## src/rtl/uart_pkg.sv

```systemverilog
// Shared definitions for the UART transmit controller slice.
// Provides the FSM state encodings and the elaboration-time helpers that
// turn the clock/baud parameters into a bit period and a timer width.
package uart_pkg;

  localparam logic [2:0] ST_IDLE   = 3'd0;
  localparam logic [2:0] ST_START  = 3'd1;
  localparam logic [2:0] ST_DATA   = 3'd2;
  localparam logic [2:0] ST_PARITY = 3'd3;
  localparam logic [2:0] ST_STOP   = 3'd4;

  // Clocks per line bit; the integer divide truncates.
  function automatic int unsigned calc_bit_cyc(input int unsigned clk_hz,
                                               input int unsigned baud);
    return clk_hz / baud;
  endfunction

  // Bits needed to count 0..bit_cyc-1 (never narrower than 1).
  function automatic int unsigned timer_w(input int unsigned bit_cyc);
    return (bit_cyc < 2) ? 1 : $clog2(bit_cyc);
  endfunction

endpackage

```

## src/rtl/uart_tx_arb_ctrl_if.sv

```systemverilog
// Byte-request and serial-line bundle of uart_tx_arb_ctrl.
//   slave  : the controller (takes requests, drives ready/tx/status)
//   master : the requesters and line observer
interface uart_tx_arb_ctrl_if;
  logic       req0_valid;
  logic [7:0] req0_data;
  logic       req0_ready;
  logic       req1_valid;
  logic [7:0] req1_data;
  logic       req1_ready;
  logic       tx;
  logic       busy;
  logic       grant_id;
  logic       frame_done;

  modport slave (
    input  req0_valid, req0_data, req1_valid, req1_data,
    output req0_ready, req1_ready, tx, busy, grant_id, frame_done
  );

  modport master (
    output req0_valid, req0_data, req1_valid, req1_data,
    input  req0_ready, req1_ready, tx, busy, grant_id, frame_done
  );
endinterface

```

## src/rtl/uart_bit_timer.sv

```systemverilog
// Bit-period counter for the UART transmitter.
//   clk, rst : clock, asynchronous active-high reset
//   i_en     : count enable; the counter is held at 0 while low
//   o_tick   : high on the last clock of each BIT_CYC-clock bit period
module uart_bit_timer
  import uart_pkg::*;
#(
  parameter int unsigned BIT_CYC = 868
) (
  input  logic clk,
  input  logic rst,
  input  logic i_en,
  output logic o_tick
);

  localparam int unsigned     W    = timer_w(BIT_CYC);
  localparam logic [W-1:0]    LAST = W'(BIT_CYC - 1);

  logic [W-1:0] r_cnt;

  assign o_tick = i_en && (r_cnt == LAST);

  always_ff @(posedge clk or posedge rst) begin
    if (rst) begin
      r_cnt <= '0;
    end else if (!i_en || o_tick) begin
      r_cnt <= '0;
    end else begin
      r_cnt <= r_cnt + 1'b1;
    end
  end

endmodule

```

## src/rtl/uart_tx_arb_ctrl.sv

```systemverilog
// Two-requester UART transmit controller.
// Round-robin arbitrates byte requests and sends one frame per grant:
// start, 8 data bits LSB first, optional parity, 1 or 2 stop bits.
//   clk, rst   : clock, asynchronous active-high reset
//   bus.req*   : valid/data/ready byte handshakes (ready only in IDLE)
//   bus.tx     : registered serial line, idle high
//   bus.busy   : frame in progress
//   bus.grant_id   : requester owning the current/last frame
//   bus.frame_done : one-cycle pulse as the last stop bit ends
module uart_tx_arb_ctrl
  import uart_pkg::*;
#(
  parameter int unsigned CLK_HZ     = 100_000_000,
  parameter int unsigned BAUD       = 115200,
  parameter int unsigned PARITY_EN  = 0,
  parameter int unsigned PARITY_ODD = 0,
  parameter int unsigned STOP_BITS  = 1
) (
  input  logic             clk,
  input  logic             rst,
  uart_tx_arb_ctrl_if.slave bus
);

  localparam int unsigned BIT_CYC = calc_bit_cyc(CLK_HZ, BAUD);

  if (BIT_CYC < 2) begin : g_bad_bit_cyc
    $error("uart_tx_arb_ctrl: CLK_HZ/BAUD must be at least 2");
  end
  if (STOP_BITS != 1 && STOP_BITS != 2) begin : g_bad_stop_bits
    $error("uart_tx_arb_ctrl: STOP_BITS must be 1 or 2");
  end

  logic [2:0] r_state;
  logic [7:0] r_byte;
  logic       r_parity;
  logic [2:0] r_bit_idx;
  logic       r_stop_idx;
  logic       r_tx;
  logic       r_gid;
  logic       r_rr;
  logic       r_done;

  logic       w_idle;
  logic       w_rdy0;
  logic       w_rdy1;
  logic       w_acc;
  logic       w_win;
  logic [7:0] w_data;
  logic       w_tick;

  // Arbiter: a lone valid wins; on contention the rr pointer decides.
  assign w_idle = (r_state == ST_IDLE);
  assign w_rdy0 = w_idle && bus.req0_valid && (!bus.req1_valid || !r_rr);
  assign w_rdy1 = w_idle && bus.req1_valid && (!bus.req0_valid ||  r_rr);
  assign w_acc  = w_rdy0 || w_rdy1;
  assign w_win  = w_rdy1;
  assign w_data = w_rdy1 ? bus.req1_data : bus.req0_data;

  assign bus.req0_ready = w_rdy0;
  assign bus.req1_ready = w_rdy1;
  assign bus.tx         = r_tx;
  assign bus.busy       = !w_idle;
  assign bus.grant_id   = r_gid;
  assign bus.frame_done = r_done;

  uart_bit_timer #(
    .BIT_CYC (BIT_CYC)
  ) u_timer (
    .clk    (clk),
    .rst    (rst),
    .i_en   (!w_idle),
    .o_tick (w_tick)
  );

  // tx is loaded on each state transition with the level of the bit being
  // entered, so the line stays registered with no output decode.
  always_ff @(posedge clk or posedge rst) begin
    if (rst) begin
      r_state    <= ST_IDLE;
      r_byte     <= '0;
      r_parity   <= 1'b0;
      r_bit_idx  <= '0;
      r_stop_idx <= 1'b0;
      r_tx       <= 1'b1;
      r_gid      <= 1'b0;
      r_rr       <= 1'b0;
      r_done     <= 1'b0;
    end else begin
      r_done <= 1'b0;
      case (r_state)
        ST_IDLE: begin
          if (w_acc) begin
            r_byte   <= w_data;
            r_parity <= (PARITY_ODD != 0) ? ~^w_data : ^w_data;
            r_gid    <= w_win;
            r_rr     <= ~w_win;
            r_tx     <= 1'b0;
            r_state  <= ST_START;
          end
        end
        ST_START: begin
          if (w_tick) begin
            r_bit_idx <= '0;
            r_tx      <= r_byte[0];
            r_state   <= ST_DATA;
          end
        end
        ST_DATA: begin
          if (w_tick) begin
            if (r_bit_idx == 3'd7) begin
              if (PARITY_EN != 0) begin
                r_tx    <= r_parity;
                r_state <= ST_PARITY;
              end else begin
                r_tx       <= 1'b1;
                r_stop_idx <= 1'b0;
                r_state    <= ST_STOP;
              end
            end else begin
              r_bit_idx <= r_bit_idx + 3'd1;
              r_tx      <= r_byte[r_bit_idx + 3'd1];
            end
          end
        end
        ST_PARITY: begin
          if (w_tick) begin
            r_tx       <= 1'b1;
            r_stop_idx <= 1'b0;
            r_state    <= ST_STOP;
          end
        end
        ST_STOP: begin
          if (w_tick) begin
            if (r_stop_idx == 1'(STOP_BITS - 1)) begin
              r_done  <= 1'b1;
              r_state <= ST_IDLE;
            end else begin
              r_stop_idx <= 1'b1;
            end
          end
        end
        default: begin
          r_tx    <= 1'b1;
          r_state <= ST_IDLE;
        end
      endcase
    end
  end

endmodule

```

## src/flat_wrapper.sv

```systemverilog
// flat-port wrapper written by rule: the top's interface ports become plain ports
module uart_tx_arb_ctrl_flat import uart_pkg::*;
#(
  parameter int unsigned CLK_HZ     = 100_000_000,
  parameter int unsigned BAUD       = 115200,
  parameter int unsigned PARITY_EN  = 0,
  parameter int unsigned PARITY_ODD = 0,
  parameter int unsigned STOP_BITS  = 1
)
  (clk, rst, bus_req0_valid, bus_req0_data, bus_req1_valid, bus_req1_data, bus_req0_ready, bus_req1_ready, bus_tx, bus_busy, bus_grant_id, bus_frame_done);
  uart_tx_arb_ctrl_if bus_i ();
  input  logic clk;
  input  logic rst;
  input wire logic [$bits(bus_i.req0_valid)-1:0] bus_req0_valid;
  input wire logic [$bits(bus_i.req0_data)-1:0] bus_req0_data;
  input wire logic [$bits(bus_i.req1_valid)-1:0] bus_req1_valid;
  input wire logic [$bits(bus_i.req1_data)-1:0] bus_req1_data;
  output wire logic [$bits(bus_i.req0_ready)-1:0] bus_req0_ready;
  output wire logic [$bits(bus_i.req1_ready)-1:0] bus_req1_ready;
  output wire logic [$bits(bus_i.tx)-1:0] bus_tx;
  output wire logic [$bits(bus_i.busy)-1:0] bus_busy;
  output wire logic [$bits(bus_i.grant_id)-1:0] bus_grant_id;
  output wire logic [$bits(bus_i.frame_done)-1:0] bus_frame_done;
  assign bus_i.req0_valid = bus_req0_valid;
  assign bus_i.req0_data = bus_req0_data;
  assign bus_i.req1_valid = bus_req1_valid;
  assign bus_i.req1_data = bus_req1_data;
  assign bus_req0_ready = bus_i.req0_ready;
  assign bus_req1_ready = bus_i.req1_ready;
  assign bus_tx = bus_i.tx;
  assign bus_busy = bus_i.busy;
  assign bus_grant_id = bus_i.grant_id;
  assign bus_frame_done = bus_i.frame_done;
  uart_tx_arb_ctrl #(.CLK_HZ(CLK_HZ), .BAUD(BAUD), .PARITY_EN(PARITY_EN), .PARITY_ODD(PARITY_ODD), .STOP_BITS(STOP_BITS)) u_core (.clk(clk), .rst(rst), .bus(bus_i));
endmodule
```

## config.mk

```make
export PLATFORM = sky130hd
export DESIGN_NAME = uart_tx_arb_ctrl_flat
export DESIGN_NICKNAME = d
export VERILOG_FILES = /design/src/rtl/uart_pkg.sv /design/src/rtl/uart_tx_arb_ctrl_if.sv /design/src/rtl/uart_bit_timer.sv /design/src/rtl/uart_tx_arb_ctrl.sv /design/src/flat_wrapper.sv
export SDC_FILE = /design/constraint.sdc
export NUM_CORES = 1
export LEC_CHECK = 0
export CORE_AREA = 2 2 43 85
export DETAILED_ROUTE_END_ITERATION = 10
export DIE_AREA = 0 0 45 87
export GPL_ROUTABILITY_DRIVEN = 0
export PLACE_DENSITY_LB_ADDON = 0.12
export SETUP_SLACK_MARGIN = 0.3
export SLEW_MARGIN = 5
export SYNTH_ARGS = -nofsm -noshare
export SYNTH_HDL_FRONTEND = slang
export SYNTH_SLANG_ARGS = --single-unit
```

## constraint.sdc

```tcl
create_clock -name clk -period 2.99 [get_ports clk]
set_input_delay 0.299 -clock clk [delete_from_list [all_inputs] [get_ports clk]]
set_output_delay 0.299 -clock clk [all_outputs]
set_load 0.01 [all_outputs]
```

=== Yosys cells after proc, flatten, opt, wreduce, memory -nomap -nowiden ===
Index checks and enable logic that the tools add are counted.

* Register bits after elaboration: 29
* Input bits: 20

* Add/subtract/negate cells: 2
* $lt $le $gt $ge: 1
* Eq/ne operators: 14
* Muxes and demuxes: 31
* Bitwise logic cells: 2
* Reductions and logical operators: 21

{| class="wikitable"
|+ Operators by type and width
! operator !! count
|-
| $mux 3 || 10
|-
| $pmux 3 s5 || 1
|-
| $mux 1 || 14
|-
| $ne 2x2->1 const B || 7
|-
| $add 10x1->10 const B || 1
|-
| $eq 10x10->1 const B || 1
|-
| $mux 10 || 1
|-
| $reduce_and 5->1 || 2
|-
| $mux 8 || 1
|-
| $reduce_and 7->1 || 1
|-
| $eq 3x2->1 const B || 2
|-
| $eq 3x3->1 const B || 2
|-
| $pmux 3 s2 || 1
|-
| $logic_and 1x1->1 || 5
|-
| $pmux 1 s5 || 1
|-
| $logic_not 1->1 || 4
|-
| $logic_or 1x1->1 || 4
|-
| $lt 3x4->1 const B || 1
|-
| $reduce_and 4->1 || 1
|-
| $add 3x1->3 const B || 1
|-
| $bmux 1 s3 || 1
|-
| $eq 3x1->1 const B || 1
|-
| $logic_not 3->1 || 1
|-
| $pmux 1 s3 || 1
|-
| 5 further kinds || 6
|}

=== Longest topological paths before layout ===
Gate-level depths: netlist of run 1.

* Depth in word-level cells: 6
* Depth in mapped cells: 7

=== Hierarchy ===
A second synthesis of run 1 with hierarchy kept.

* Cells, all modules: 155
* Area total of the unflattened synthesis: 1587.8 um^2

{| class="wikitable"
|+ By module, submodules not included
! module !! times used !! cells an instance !! area an instance (um^2) !! sequential area each (um^2)
|-
| uart_tx_arb_ctrl || 1 || 101 || 1066.0 || 451.7
|-
| uart_bit_timer || 1 || 54 || 521.8 || 250.2
|}

=== Least setup slack after synthesis of run 1 ===
No wires, ideal clock.

* Path kind: reg2reg
* Start: register u_core.r_bit_idx[0]
* End: register u_core.r_tx (netlist: u_core.bus.tx)
* Library setup time: 89 ps
* Arrival time: 1766 ps
* Data required time: 2901 ps
* Path slack: 1135 ps
* Cell stages (with the launch flop): 8
* Path buffers: 0
* Clock period less this slack: 1855 ps
* Path through: dfrtp_1 > ha_1 > ha_1 > mux2i_1 > nor3_1 > nor4_1 > and3_1 > o32ai_2

* Cells in the longest elaborated chain, start to end: 6
* Elaborated cells on any way between the ends: 7
* Those cells by class: 1 x add/sub; 1 x eq/ne; 5 x mux

{| class="wikitable"
|+ RTL lines
! item !! line !! RTL
|-
| start, declared || uart_tx_arb_ctrl.sv:36 || <nowiki>logic [2:0] r_bit_idx;</nowiki>
|-
| start signal, assigned || uart_tx_arb_ctrl.sv:120 || <nowiki>r_bit_idx <= r_bit_idx + 3'd1;</nowiki>
|-
| $add 3x1->3 || uart_tx_arb_ctrl.sv:121 || <nowiki>r_tx <= r_byte[r_bit_idx + 3'd1];</nowiki>
|-
| $bmux 1 s3 || uart_tx_arb_ctrl.sv:121 ||
|-
| $mux 1 (not written as such) || uart_tx_arb_ctrl.sv:121 ||
|-
| $mux 1 (*) || uart_tx_arb_ctrl.sv:110 || <nowiki>if (r_bit_idx == 3'd7) begin</nowiki>
|-
| $mux 1 (*) || uart_tx_arb_ctrl.sv:109 || <nowiki>if (w_tick) begin</nowiki>
|-
| $pmux 1 s5 (*) || uart_tx_arb_ctrl.sv:90 || <nowiki>case (r_state)</nowiki>
|-
| end signal, assigned || uart_tx_arb_ctrl.sv:104 || <nowiki>r_tx <= r_byte[0];</nowiki>
|-
| end signal, assigned || uart_tx_arb_ctrl.sv:112 || <nowiki>r_tx <= r_parity;</nowiki>
|-
| end signal, assigned || uart_tx_arb_ctrl.sv:121 ||
|-
| end, declared || uart_tx_arb_ctrl.sv:38 || <nowiki>logic r_tx;</nowiki>
|}

Every way passes the cells marked *; elsewhere a longest branch is shown, timed or not. The select of a mux whose other input is x is not followed.
A chain may end at the register's enable or synchronous reset.

=== Final worst setup path of run 1 ===
* Start: register u_core.r_state[2]
* End: output bus_req0_ready

* Cells in the longest elaborated chain, start to end: 3

{| class="wikitable"
|+ RTL lines
! item !! line !! RTL
|-
| start, declared || uart_tx_arb_ctrl.sv:33 || <nowiki>logic [2:0] r_state;</nowiki>
|-
| start signal, assigned || uart_tx_arb_ctrl.sv:79 || <nowiki>r_state <= ST_IDLE;</nowiki>
|-
| start signal, assigned || uart_tx_arb_ctrl.sv:98 || <nowiki>r_state <= ST_START;</nowiki>
|-
| start signal, assigned || uart_tx_arb_ctrl.sv:105 || <nowiki>r_state <= ST_DATA;</nowiki>
|-
| $logic_not 3->1 || uart_tx_arb_ctrl.sv:52 || <nowiki>assign w_idle = (r_state == ST_IDLE);</nowiki>
|-
| $logic_and 1x1->1 (2 in a row) || uart_tx_arb_ctrl.sv:53 || <nowiki>assign w_rdy0 = w_idle && bus.req0_valid && (!bus.req1_valid || !r_rr);</nowiki>
|-
| end, declared || flat_wrapper.sv:18 || <nowiki>output wire logic [$bits(bus_i.req0_ready)-1:0] bus_req0_ready;</nowiki>
|}

No other way between the ends.

==> impl_metrics.yaml, run 1 <==
global_route:
  grt_pass1_wl_um: 4840
  globalRouteOverflowTotal: 0
  grt_max_degree: 29
  grt_usage_pct: 16.1
  grt_pass1_vias: 1109
  antenna_found_initial: 0
timing:
  rsz0062_at_grt: "false"
  hold_viol: 0
  post-route-min-period_ns: 2.42
  max_slew_margin_pct: 71.7
  clock_skew_ns: 0.00257
  drv_slew: 0
  fin_setup_tns_ns: 0
  finalCritPeriodShare_pct: 80.9
  setup_viol: 0
  tightest_slew_ns: 0.425
  fmax_ghz: 0.414
synthesis:
  synth_commonest_cells: "27 x dfrtp_1, 27 x nor2_1, 24 x nand2_1, 9 x inv_1, 8 x a31oi_2"
  synth.ff_latch_count: 28
  ys.flop_type: "dfrtp_1"
  synth_cells: 162
  synth_edf_count: 0
  synth_area_leaders: "dfrtp_1 43%, nor2_1 6.4%, a31oi_2 6.4%, nand2_1 5.7%, mux2i_1 3.8%"
  netlist_area_um2: 1570
  synth_cell_type_count: 40
  yosysWarningCount: 0
  synth_top_area_share_pct: 43.0
  async_flop_share_pct: 100
  synth_top_area_cell: "dfrtp_1"
  yosysSeqAreaShare_pct: 44.7
  avgSynthCellArea_um2: 9.70
  syn_nets: 185
drt:
  vias_per_cell: 5.40
  drt_iter0_drc: 16
  wl_per_cell_um: 12.7
  via_count: 1183
  antenna_left: 0
  first_pass_iters: 4
  totalWireLength_um: 2780
  drcViolationCount: 0
setup_path:
  crit_required_ns: 2.69
  worstPathCellList: "nor3_4 -> nand3_4 -> clkinv_2 -> clkdlybuf4s50_1"
  endpoint_kind: "output pin"
  cpLargestDelayFamily: "buffers and inverters"
  worstSetupPathType: "reg2out"
  crit_arrival_ns: 2.12
  slowest_delay_ns: 0.55
  cp_slowest_cell: "clkdlybuf4s50_1"
  crit_path_start_kind: "register"
  worst-path-buf-inv: 2
  cp_max_fo: 12
cts:
  cts_setup_buffers: 0
  clkTransAtPathRegs_ns: 0.09
  clock_path_buffers: 2
  cts_root_buffer: "clkbuf_8"
  cts_repair_resize_count: 0
  cts_made_buffers: 3
  h-tree-depth: 1
  cts_num_sinks: 28
  holdBufCountCts: 0
  cts_tree: "yes"
  worst_skew_pair.late_latency_ns: 0.27
hold_path:
  hold_class: "in2async"
die:
  io_pins: 26
  start_util_pct: 47.6
  die-area_um2: 3920
  die_x_um: 45
  row_count: 30
  core-area_um2: 3300
  die_h_um: 87
cells_and_area:
  drive_above_1_share_pct: 12.3
  nNetsFinal: 211
  diodes: 0
  fin_cells: 219
  fillers: 328
  syn2layout_area_growth_pct: 19.3
placed_design:
  dp.cells: 215
  place_hpwl_um: 2090
  portBuffers: 25
power:
  powerDensity_nw_per_um2: 346
  p_total_uw: 648
  power_leakage_nw: 0.803
  ir_worst_vdd_mv: 0.210
run:
  drv_cap: 0
outcome:
  status: "completed"
state kept, by name (all words and copies together), names as in the netlist:
register               cells
u_core.bus.frame_done      1
u_core.bus.grant_id        1
u_core.bus.tx              1
u_core.r_bit_idx           3
u_core.r_byte              8
u_core.r_rr                1
u_core.r_state             3
u_core.u_timer.r_cnt      10
per-layer routing:
metal | GRT usage (%) | up-vias | part of all wire [%]
met1 | 21.6 | 550 | 46
met5 | 0 | - | 0
met2 | 24.8 | 24 | 49
li1 | - | 605 | -
met3 | 2.07 | 4 | 2.9
met4 | 8.02 | 0 | 1.8
through the flow:
step,cell area (µm²),worst slack (ns),hold slack (ns),util (%)
6_report,1880,0.572,0.373,56.8
5_1_grt,1880,0.438,0.430,56.8
4_1_cts,1880,0.552,0.388,56.8
3_5_place_dp,1820,0.866,0.472,55.1
3_3_place_gp,1820,0.895,0.480,55.1
2_1_floorplan,1570,1.13,0.364,-
tightest hold or removal path: cells and delay by family:
kind / cells / cell delay (ns)
buffers and inverters: 3 / 0.76
layout make-up:
| class | count | area [µm²] | share of cell area (%) |
|---|---|---|---|
| flip-flops and latches | 28 | 702 | 37.4 |
| inverters | 10 | 38.8 | 2.07 |
| multi-input cells | 118 | 774 | 41.3 |
| repair buffers | 27 | 265 | 14.1 |
| well taps | 32 | 40.0 | 2.13 |
| clock buffers | 4 | 55.1 | 2.94 |
cell families (layout without fill, tap and decap cells):
| family | Yosys count | after routing | synth area share [%] |
|---|---|---|---|
| xor gates and xnor gates | 8 | 8 | 4.46 |
| DFF | 28 | 28 | 44.7 |
| and+or+nand+nor | 79 | 79 | 25.3 |
| AOI/OAI and AO/OA | 21 | 21 | 12.3 |
| buffers and inverters | 16 | 41 | 6.05 |
| muxes | 7 | 7 | 4.78 |
| adders and majority gates | 3 | 3 | 2.39 |
power by group:
part | internal [mW] | switching [mW] | total (mW)
Sequential | 0.378 | 0 | 0.378
Clock | 0.118 | 0.115 | 0.233
Combinational | 0.0238 | 0.0133 | 0.0371
Total | 0.520 | 0.128 | 0.648
path summary, 6_finish.rpt:
check                           cells past startpoint               startpoint                      end  slack (ns)
worst max-delay path                                4        u_core.r_state[2]           bus_req0_ready        0.57
worst min-delay path                                3                      rst              u_core.r_rr        0.37
worst max register to register                      7      u_core.r_bit_idx[0]            u_core.bus.tx        0.87
worst min register to register                      1  u_core.u_timer.r_cnt[0]  u_core.u_timer.r_cnt[0]        0.49
max in group asynchronous                           3                      rst            u_core.bus.tx        2.31
min in group clk                                    1  u_core.u_timer.r_cnt[0]  u_core.u_timer.r_cnt[0]        0.49
placed cells by master (no fill, tap or decap), types with 2 or more instances in the layout:
cell	count
nand4_1	2
clkdlybuf4s50_1	25
inv_1	9
nor4_1	3
dfrtp_1	27
nand3_1	5
xnor2_1	5
nand2b_1	2
nand2_1	24
a21oi_1	3
mux2i_1	6
and3_1	2
a31oi_2	8
o21ai_0	2
xor2_1	3
nor2_1	27
nor3_1	5
buf_4	2
clkbuf_8	4
ha_1	3
No activity file was read; power rests on OpenSTA's default activity.
==> run 2, diff against run 1 <==
Settings changed: CORE_AREA 2 2 43 85 to 2 2 44 87, DIE_AREA 0 0 45 87 to 0 0 46 89.
Clock period 2.99 ns to 1.96 ns, I/O delays scaled along.
==> run 2 against run 1 <==
  * Sequential share of layout area shrank 2.2 points
  * Critical endpoint is now u_core.bus.tx
  * Hold slack lost 0.089 ns
  * Clock-buffer cell count is the same
  * Combinational power grew 54%
  * Register-to-register slack lost 0.74 ns
  * Core utilization grew 2.5 points
  * Non-clock buffer count grew 11
  * Power grew 53%
  * Clock skew is essentially flat
  * First-iteration DRC count grew 130%
==> impl_metrics.yaml, run 2 (synthesized netlist as in run 1, its figures left out) <==
cells_and_area:
  diodes: 0
  final_cell_area_um2: 2000
  largest_register_ffs: 10
  layout_commonest_cell: "nor2_1"
  final_cell_mix: "26 x nor2_1, 25 x dfrtp_1, 24 x nand2_1"
  reg_top3: "u_core.u_timer.r_cnt (10), u_core.r_byte (8)"
  drive_above_1_share_pct: 22.7
  nNetsFinal: 222
  regMostFlops: "u_core.u_timer.r_cnt"
  fillers: 312
  syn2layout_area_growth_pct: 27.4
timing:
  tightest_slew_ns: 0.364
  setup_slack_ns: 0.130
  rsz0062_at_grt: "true"
  finalCritPeriodShare_pct: 93.4
  post-route-min-period_ns: 1.83
  hold_viol: 0
  clock_skew_ns: 0.00298
  fmax_ghz: 0.546
  max_slew_margin_pct: 75.8
  setup_viol: 0
  fin_hold_ws_ns: 0.283
  drv_slew: 0
  fin_setup_tns_ns: 0
power:
  powerDensity_nw_per_um2: 497
  power_leakage_nw: 0.854
  ir_worst_vdd_mv: 0.355
setup_path:
  reg2reg_depth: 7
  cp_slowest_cell: "dfrtp_2"
  cp_max_fo: 5
  crit_required_ns: 2.15
  reg2reg_from: "u_core.r_bit_idx[0]"
  crit_start: "u_core.r_bit_idx[0]"
  worstPathCellList: "ha_4 -> ha_4 -> mux2i_1 -> nor3b_1 -> nor4_2 -> and3_1 -> o32ai_2"
  reg2reg_to: "u_core.bus.tx"
  worstSetupPathType: "reg2reg"
  cpLargestDelayFamily: "simple AND/OR/NAND/NOR gates"
  crit_cells: 7
  crit_arrival_ns: 2.02
  r2r_slack_ns: 0.13
  worst-path-buf-inv: 0
  endpoint_kind: "register"
  cpMostUsedCell: "ha_4"
  crit_path_start_kind: "register"
  slowest_delay_ns: 0.43
drt:
  drt_iter0_drc: 37
  wl_per_cell_um: 15.0
  first_pass_iters: 4
  via_count: 1252
  vias_per_cell: 5.44
  drcViolationCount: 0
  antenna_left: 0
  totalWireLength_um: 3440
placed_design:
  place_area_um2: 1890
  place_hpwl_um: 2650
  place_ws_ns: 0.0904
  portBuffers: 25
cts:
  h-tree-depth: 1
  clock_path_buffers: 2
  clkTransAtPathRegs_ns: 0.10
  worst_skew_pair.late_latency_ns: 0.27
  cts_num_sinks: 28
  cts_tree: "yes"
  cts_made_buffers: 3
  cts_root_buffer: "clkbuf_8"
die:
  die_x_um: 46
  io_pins: 26
  row_count: 30
  core-area_um2: 3380
  start_util_pct: 46.5
  die-area_um2: 4090
  die_h_um: 89
run:
  drv_cap: 0
global_route:
  globalRouteOverflowTotal: 0
  grt_max_degree: 29
  antenna_found_initial: 0
  grt_pass1_wl_um: 5750
  grt_pass1_vias: 1311
  grt_usage_pct: 19.1
outcome:
  status: "completed"
hold_path:
  hold_class: "in2async"
## run 2: timing repair
| action | 4_1_cts | 5_1_grt |
|---|---|---|
| endpoints found under the setup margin | 14 | 7 |
| setup buffers | 3 | 2 |
| resized for setup | 5 | 14 |
| pin swaps | 2 | 2 |
| hold buffers | 0 | 0 |
| gates cloned | 0 | 0 |
## run 2: cell type report
class / instances / area (µm²) / share of cell area, %
clock buffer: 4 / 55.1 / 2.75
sequential: 28 / 704 / 35.2
inverter: 10 / 40.0 / 2.00
multi-input combinational: 118 / 811 / 40.5
timing repair buffer: 38 / 352 / 17.6
tap: 32 / 40.0 / 2.00
## run 2: layer usage
layer	track usage (%)	share of wire [%]
met1	18.1	34
met5	0	0
met3	1.82	2.5
met2	38.9	62
met4	6.23	1.6
## run 2: per-stage QoR
step / cells / utilization [%] / total power [mW]
after CTS: 228 / 58.3 / 1.00
after floorplan: 162 / - / 0.601
after detailed placement: 221 / 56.0 / 0.647
final: 230 / 59.3 / 0.995
after global routing: 230 / 59.3 / 1.03
after global placement: 221 / 56.0 / 0.646
## run 2: how the worst max path moves through the flow
stage                     to  slack, ns
2_1_floorplan  u_core.bus.tx       0.21
3_3_place_gp   u_core.bus.tx       0.17
3_5_place_dp   u_core.bus.tx       0.09
4_1_cts        u_core.bus.tx       0.08
5_1_grt        u_core.bus.tx       0.03
6_report       u_core.bus.tx       0.13
## run 2: report_power, final
part / switching, mW / internal (mW)
clock: 0.180 / 0.180
sequential: 0 / 0.577
combinational: 0.0210 / 0.0363
## run 2: worst min-delay path, stage by stage
cell	delay, ns
clkdlybuf4s50_1	0.40
inv_1	0.05
buf_4	0.33
==> run 3, diff against run 2 <==
Settings changed: CAP_MARGIN set to 15, GPL_ROUTABILITY_DRIVEN 0 to 1.
==> results of run 3 <==
Final layout, timing and power as in run 2 (identical DEF).
